--- src/rtl/vga_pkg.sv ---
// Shared coordinate type and default 800x600@72Hz timing constants for the VGA timing generator.
// Pure declarations: no logic, no latency, no backpressure.
package vga_pkg;

    typedef logic [11:0] coord_t;

    localparam int   H_SIZE = 800;
    localparam int   H_FP   = 856;
    localparam int   H_SP   = 976;
    localparam int   H_MAX  = 1040;
    localparam int   V_SIZE = 600;
    localparam int   V_FP   = 637;
    localparam int   V_SP   = 643;
    localparam int   V_MAX  = 666;
    localparam logic H_POL  = 1'b1;
    localparam logic V_POL  = 1'b1;

    // Half-open window test used for both sync pulses: lo <= v < hi.
    function automatic logic in_window(coord_t v, coord_t lo, coord_t hi);
        return (v >= lo) && (v < hi);
    endfunction

endpackage

--- src/rtl/vga_timing_wrap_counter.sv ---
// Enabled 12-bit counter that wraps from MAX-1 to 0; o_wrap flags the enabled wrap cycle.
// Count is registered, o_wrap is combinational from it; free-running, no backpressure.
module wrap_counter
    import vga_pkg::*;
#(
    parameter int MAX = H_MAX
) (
    input  logic   clk,
    input  logic   reset,
    input  logic   i_en,
    output coord_t o_count,
    output logic   o_wrap
);

    coord_t r_count;
    logic   w_last;

    assign w_last  = (r_count == coord_t'(MAX - 1));
    assign o_wrap  = i_en && w_last;
    assign o_count = r_count;

    always_ff @(posedge clk) begin
        if (reset) begin
            r_count <= '0;
        end else if (i_en) begin
            r_count <= w_last ? '0 : r_count + coord_t'(1);
        end
    end

endmodule

--- src/rtl/vga_timing.sv ---
// VGA raster timing: pixel/line counters with sync, data-enable and frame-start decode; optional VGA_FRAME_CNT_EN frame counter.
// Decodes have zero latency w.r.t. hdata/vdata; free-running at the pixel clock, no backpressure.
module vga_timing
    import vga_pkg::*;
#(
    parameter int   HSIZE = H_SIZE,
    parameter int   HFP   = H_FP,
    parameter int   HSP   = H_SP,
    parameter int   HMAX  = H_MAX,
    parameter int   VSIZE = V_SIZE,
    parameter int   VFP   = V_FP,
    parameter int   VSP   = V_SP,
    parameter int   VMAX  = V_MAX,
    parameter logic HSPP  = H_POL,
    parameter logic VSPP  = V_POL
) (
    input  logic        clk,
    input  logic        reset,
    output logic [11:0] hdata,
    output logic [11:0] vdata,
    output logic        hsync,
    output logic        vsync,
    output logic        data_enable,
    output logic        frame_start,
    output logic [15:0] frame_cnt
);

    coord_t w_hcount;
    coord_t w_vcount;
    logic   w_hwrap;
    logic   w_vwrap;

    wrap_counter #(.MAX(HMAX)) u_hcnt (
        .clk     (clk),
        .reset   (reset),
        .i_en    (1'b1),
        .o_count (w_hcount),
        .o_wrap  (w_hwrap)
    );

    // Line counter only advances on the pixel counter's wrap, so its wrap marks the end of a frame.
    wrap_counter #(.MAX(VMAX)) u_vcnt (
        .clk     (clk),
        .reset   (reset),
        .i_en    (w_hwrap),
        .o_count (w_vcount),
        .o_wrap  (w_vwrap)
    );

    assign hdata = w_hcount;
    assign vdata = w_vcount;

    // Reset gates the decodes directly so they sit at their idle levels for every reset cycle.
    assign hsync       = (!reset && in_window(w_hcount, coord_t'(HFP), coord_t'(HSP))) ? HSPP : ~HSPP;
    assign vsync       = (!reset && in_window(w_vcount, coord_t'(VFP), coord_t'(VSP))) ? VSPP : ~VSPP;
    assign data_enable = !reset && (w_hcount < coord_t'(HSIZE)) && (w_vcount < coord_t'(VSIZE));
    assign frame_start = !reset && (w_hcount == '0) && (w_vcount == '0);

`ifdef VGA_FRAME_CNT_EN
    logic [15:0] r_frame_cnt;

    always_ff @(posedge clk) begin
        if (reset) begin
            r_frame_cnt <= '0;
        end else if (w_vwrap) begin
            r_frame_cnt <= r_frame_cnt + 16'd1;
        end
    end

    assign frame_cnt = r_frame_cnt;
`else
    assign frame_cnt = '0;
`endif

endmodule

--- config.mk ---
export PLATFORM = sky130hd
export DESIGN_NAME = vga_timing
export DESIGN_NICKNAME = d
export VERILOG_FILES = /design/src/rtl/vga_pkg.sv /design/src/rtl/vga_timing_wrap_counter.sv /design/src/rtl/vga_timing.sv
export SDC_FILE = /design/constraint.sdc
export NUM_CORES = 1
export LEC_CHECK = 0
export ABC_CLOCK_PERIOD_IN_PS = 6500
export CAP_MARGIN = 20
export CORE_MARGIN = 3
export CORE_UTILIZATION = 45
export DETAILED_ROUTE_END_ITERATION = 6
export MAX_ROUTING_LAYER = met4
export PLACE_DENSITY = 0.78
export SLEW_MARGIN = 20
export SYNTH_ARGS = -nofsm -noshare
export SYNTH_HDL_FRONTEND = slang
export SYNTH_HIERARCHICAL = 1
export SYNTH_SLANG_ARGS = --single-unit
--- constraint.sdc ---
create_clock -name clk -period 6.5 [get_ports clk]
set_clock_uncertainty 0.1 [all_clocks]
set_input_delay 1.95 -clock clk [delete_from_list [all_inputs] [get_ports clk]]
set_output_delay 1.95 -clock clk [all_outputs]
set_load 0.01 [all_outputs]
; ---- Word-level counts from Yosys, hierarchy flattened
; Cells that the tools add are included.
[classes]
add_sub_neg = 2
n_mul = 0
div_mod_pow = 0
n_lt_le_gt_ge = 6
n_eq_ne = 2
shift = 0
mux = 3
bitwise = 0
n_reduce_logical = 12
[ops]
columns = op, n
row1 = $lt A12 B10 Y1 const B, 4
row2 = $add A12 B1 Y12 const B, 2
row3 = $ge A12 B10 Y1 const B, 2
row4 = $logic_not A12 Y1, 2
row5 = $eq A12 B10 Y1 const B, 1
row6 = $eq A12 B11 Y1 const B, 1
row7 = $mux W12, 1
row8 = $logic_and A1 B1 Y1, 8
row9 = $mux W1, 2
row10 = $reduce_or A2 Y1, 1
row11 = $logic_not A1 Y1, 1
[word_totals]
register_bits = 24
latch_bits = 0
ramBits = 0
romBits = 0
input_bits = 2
output_inout_bits = 44
word_cells = 27
n_memories = 0

; ---- Longest topological paths before layout
[logic_depth]
ltp_word = 4
mapped_depth = 9

; ---- Hierarchy
; Netlist, hierarchy kept.
[by_module_without_submodules]
columns = mod, instances, cells_each, area_per_inst_um2, seq_area_each_um2
row1 = wrap_counter (u_vcnt), 1, 65, 614.3, 240.2
row2 = wrap_counter (u_hcnt), 1, 60, 541.8, 240.2
row3 = vga_timing, 1, 46, 302.8, 0.0

; ---- Worst setup path after synthesis
; No wires, ideal clock.
[synth_timing]
kind = input port to output port
from = input port reset
to = output port frame_start
arrival_ns = 2.704
slack_ns = 1.746
path_stages = 3
path_buffers = 0
path_cell_list = nor3_1 nand4_1 nor4_2
[synth_via]
elab_chain_cells = 3
[synth_rtl]
columns = item, line
row1 = from (decl), vga_timing.sv:18  ; input logic reset,
row2 = $logic_not A1 Y1, vga_timing.sv:57  ; assign frame_start = !reset && (w_hcount == '0) && (w_vcount == '0);
row3 = $logic_and A1 B1 Y1 (2 in a row), vga_timing.sv:57
row4 = to (decl), vga_timing.sv:24  ; output logic frame_start,
; No other way between the ends.

; ---- Worst setup path in the final report
; Same ends and word-level chain as after synthesis.

==> summary.md <==
| Metric | Value |
|---|---|
| Status | completed |
| Setup bufs post-CTS | 0 |
| Post-Syn Instances | 170 |
| Site Rows | 19 |
| Total CTS buffers | 3 |
| Pre-CTS WS | 644 ps |
| Core area | 2900 um2 |
| Hold buffers post-CTS | 0 |
| DR vias/cell | 5.12 |
| 1st-pass router iterations | 4 |
| Metal3 WL | 142 um |
| CTS tree | built |
| Initial Util | 0.500 |
| WP data arrival | 3830 ps |
| Initial DRC count | 43 |
| HP Class | reg2reg |
| Slew margin rel. | 0.544 |
| Non-Filler Instances | 246 |
| Final Hold Fails | 0 |
| Critical path class | in2out |
| P per Cell Area | 143 nW/um2 |
| Max_cap viols | 0 |
| GP Congestion | 0.873 |
| Min Tclk post-route | 5880 ps |
| Post_cts resized | 0 |
| Die width | 62.8 um |
| Global-route wire length before repair | 5.24 mm |
| Layout Nets | 210 |
| Worst vdd ir | 0.0994 mV |
| Total wire length | 3.19 mm |
| Layout area overhead | 21.0% |
| Antenna-violating nets left | 0 |
| Final worst slack | 624 ps |
| Post-layout power | 0.251 mW |
| Largest net degree at the start of global routing | 14 |
| Element type at the critical path end | primary output |
| Ports | 46 |
| GRT Overall Usage | 0.167 |
| HP Start | u_hcnt/o_count[11] |
| CP peak stage delay | 570 ps |
| Leak | 0.598 nW |
| Die height | 62.8 um |
| Worst EP required | 4450 ps |
| Layout cells sized above 1 | 0.0784 |
| Clock slew at reported path FFs | 140 ps |
| CP Cell Sequence | clkdlybuf4s50_1, nor3_1, nand4_1, nor4_2, clkdlybuf4s50_1 |
| Worst setup SP type | primary input |
| Hold slack final | 488 ps |
| DRC viols | 0 |
| CTS sink cnt | 24 |
| Setup_tns | 0 ps |
| Crit path from | reset |
| Tightest Pin Transition | 681 ps |
| Ys Warns | 6 |
| Routed wire length on met2 | 1.52 mm |
| Setup Viol. Count Final | 0 |
| CP max stage cell | clkdlybuf4s50_1 |
| RSZ-0062 raised after global routing | no |
| Synthesized cell area | 1450 um2 |
| Syn Area/Cell | 8.53 um2 |
| CP most frequent cell | clkdlybuf4s50_1 |
| Fin area | 1750 um2 |
| Fin crit share | 0.904 |
| Clk_lat worst skew | 320 ps |
| Total grt overflow | 0 |
| CP max FO | 5 |
| WL met1 | 1.49 mm |
| Placed Cells incl. Taps | 242 |
| DP Area | 1720 um2 |
| Worst r2r src | u_hcnt/o_count[0] |
| Layout Utilization | 0.605 |
| H-Tree Depth | 1 |
| Port bufs | 29 |
| Filler instances | 279 |
| Ant diodes | 0 |
| Fmax | 170 MHz |
| Vias in the first global route | 1109 |
| CTS root buffer | clkbuf_4 |
| Vias | 1259 |
| Max Buffers Root-to-Sink | 2 |
| DR WL/cell | 13.0 um |
| Die area | 3940 um2 |
| Initial antenna violation count | 0 |
| Top routing layer in use | met4 |
| Hpwl dp | 2.35 mm |
| Max-slew violations | 0 |
-- cell type report --
class	instances	area (um2)	area share
clock buffers	4	36.3	0.0207
inverters	5	18.8	0.0107
multi-input cells	142	876	0.499
flip-flops and latches	24	480	0.274
well taps	42	52.6	0.0300
repair buffers	29	290	0.165
-- cells in the final DEF, fill, tap and decap left out, types with 2 or more instances in the layout --
master and count:
ha_1 3, or3_1 2, clkbuf_4 3, inv_1 5
clkdlybuf4s50_1 29, nand4_1 6, nor2_1 30, conb_1 22
xor2_1 7, dfxtp_1 24, nand4b_1 3, nor3_1 5
nand2_1 12, a21oi_1 4, nor4_1 4, xnor2_1 15
nand3_1 5, nor4_2 4
-- sequential cells by signal, summed over array words and instances (netlist names) --
| signal | count |
|---|---|
| u_hcnt/o_count | 12 |
| u_vcnt/o_count | 12 |
-- per-layer routing --
layer / vias up / GRT usage
li1: 620 / -
met1: 594 / 0.212
met2: 41 / 0.269
met3: 4 / 0.0234
met4: 0 / 0.0634
met5: - / -
-- path summary, 6_finish.rpt --
kind                              to  slack (ps)  cells after the start
setup / recovery         frame_start         620                      5
hold / removal    u_hcnt/o_count[11]         490                      2
setup reg to reg   u_vcnt/o_count[1]        3800                      7
hold reg to reg   u_hcnt/o_count[11]         490                      2
-- power breakdown --
part           leakage (nW)  switching, mW  internal, mW
sequential            0.194        0.00218         0.148
clock                0.0210         0.0459        0.0343
combinational         0.383         0.0118       0.00830
total                 0.598         0.0598         0.191
-- critical path: cells and delay by family --
kind / cells / cell delay [ps]
and+or+nand+nor: 3 / 820
buffers and inverters: 2 / 1050
No activity file was read; power rests on OpenSTA's default activity.
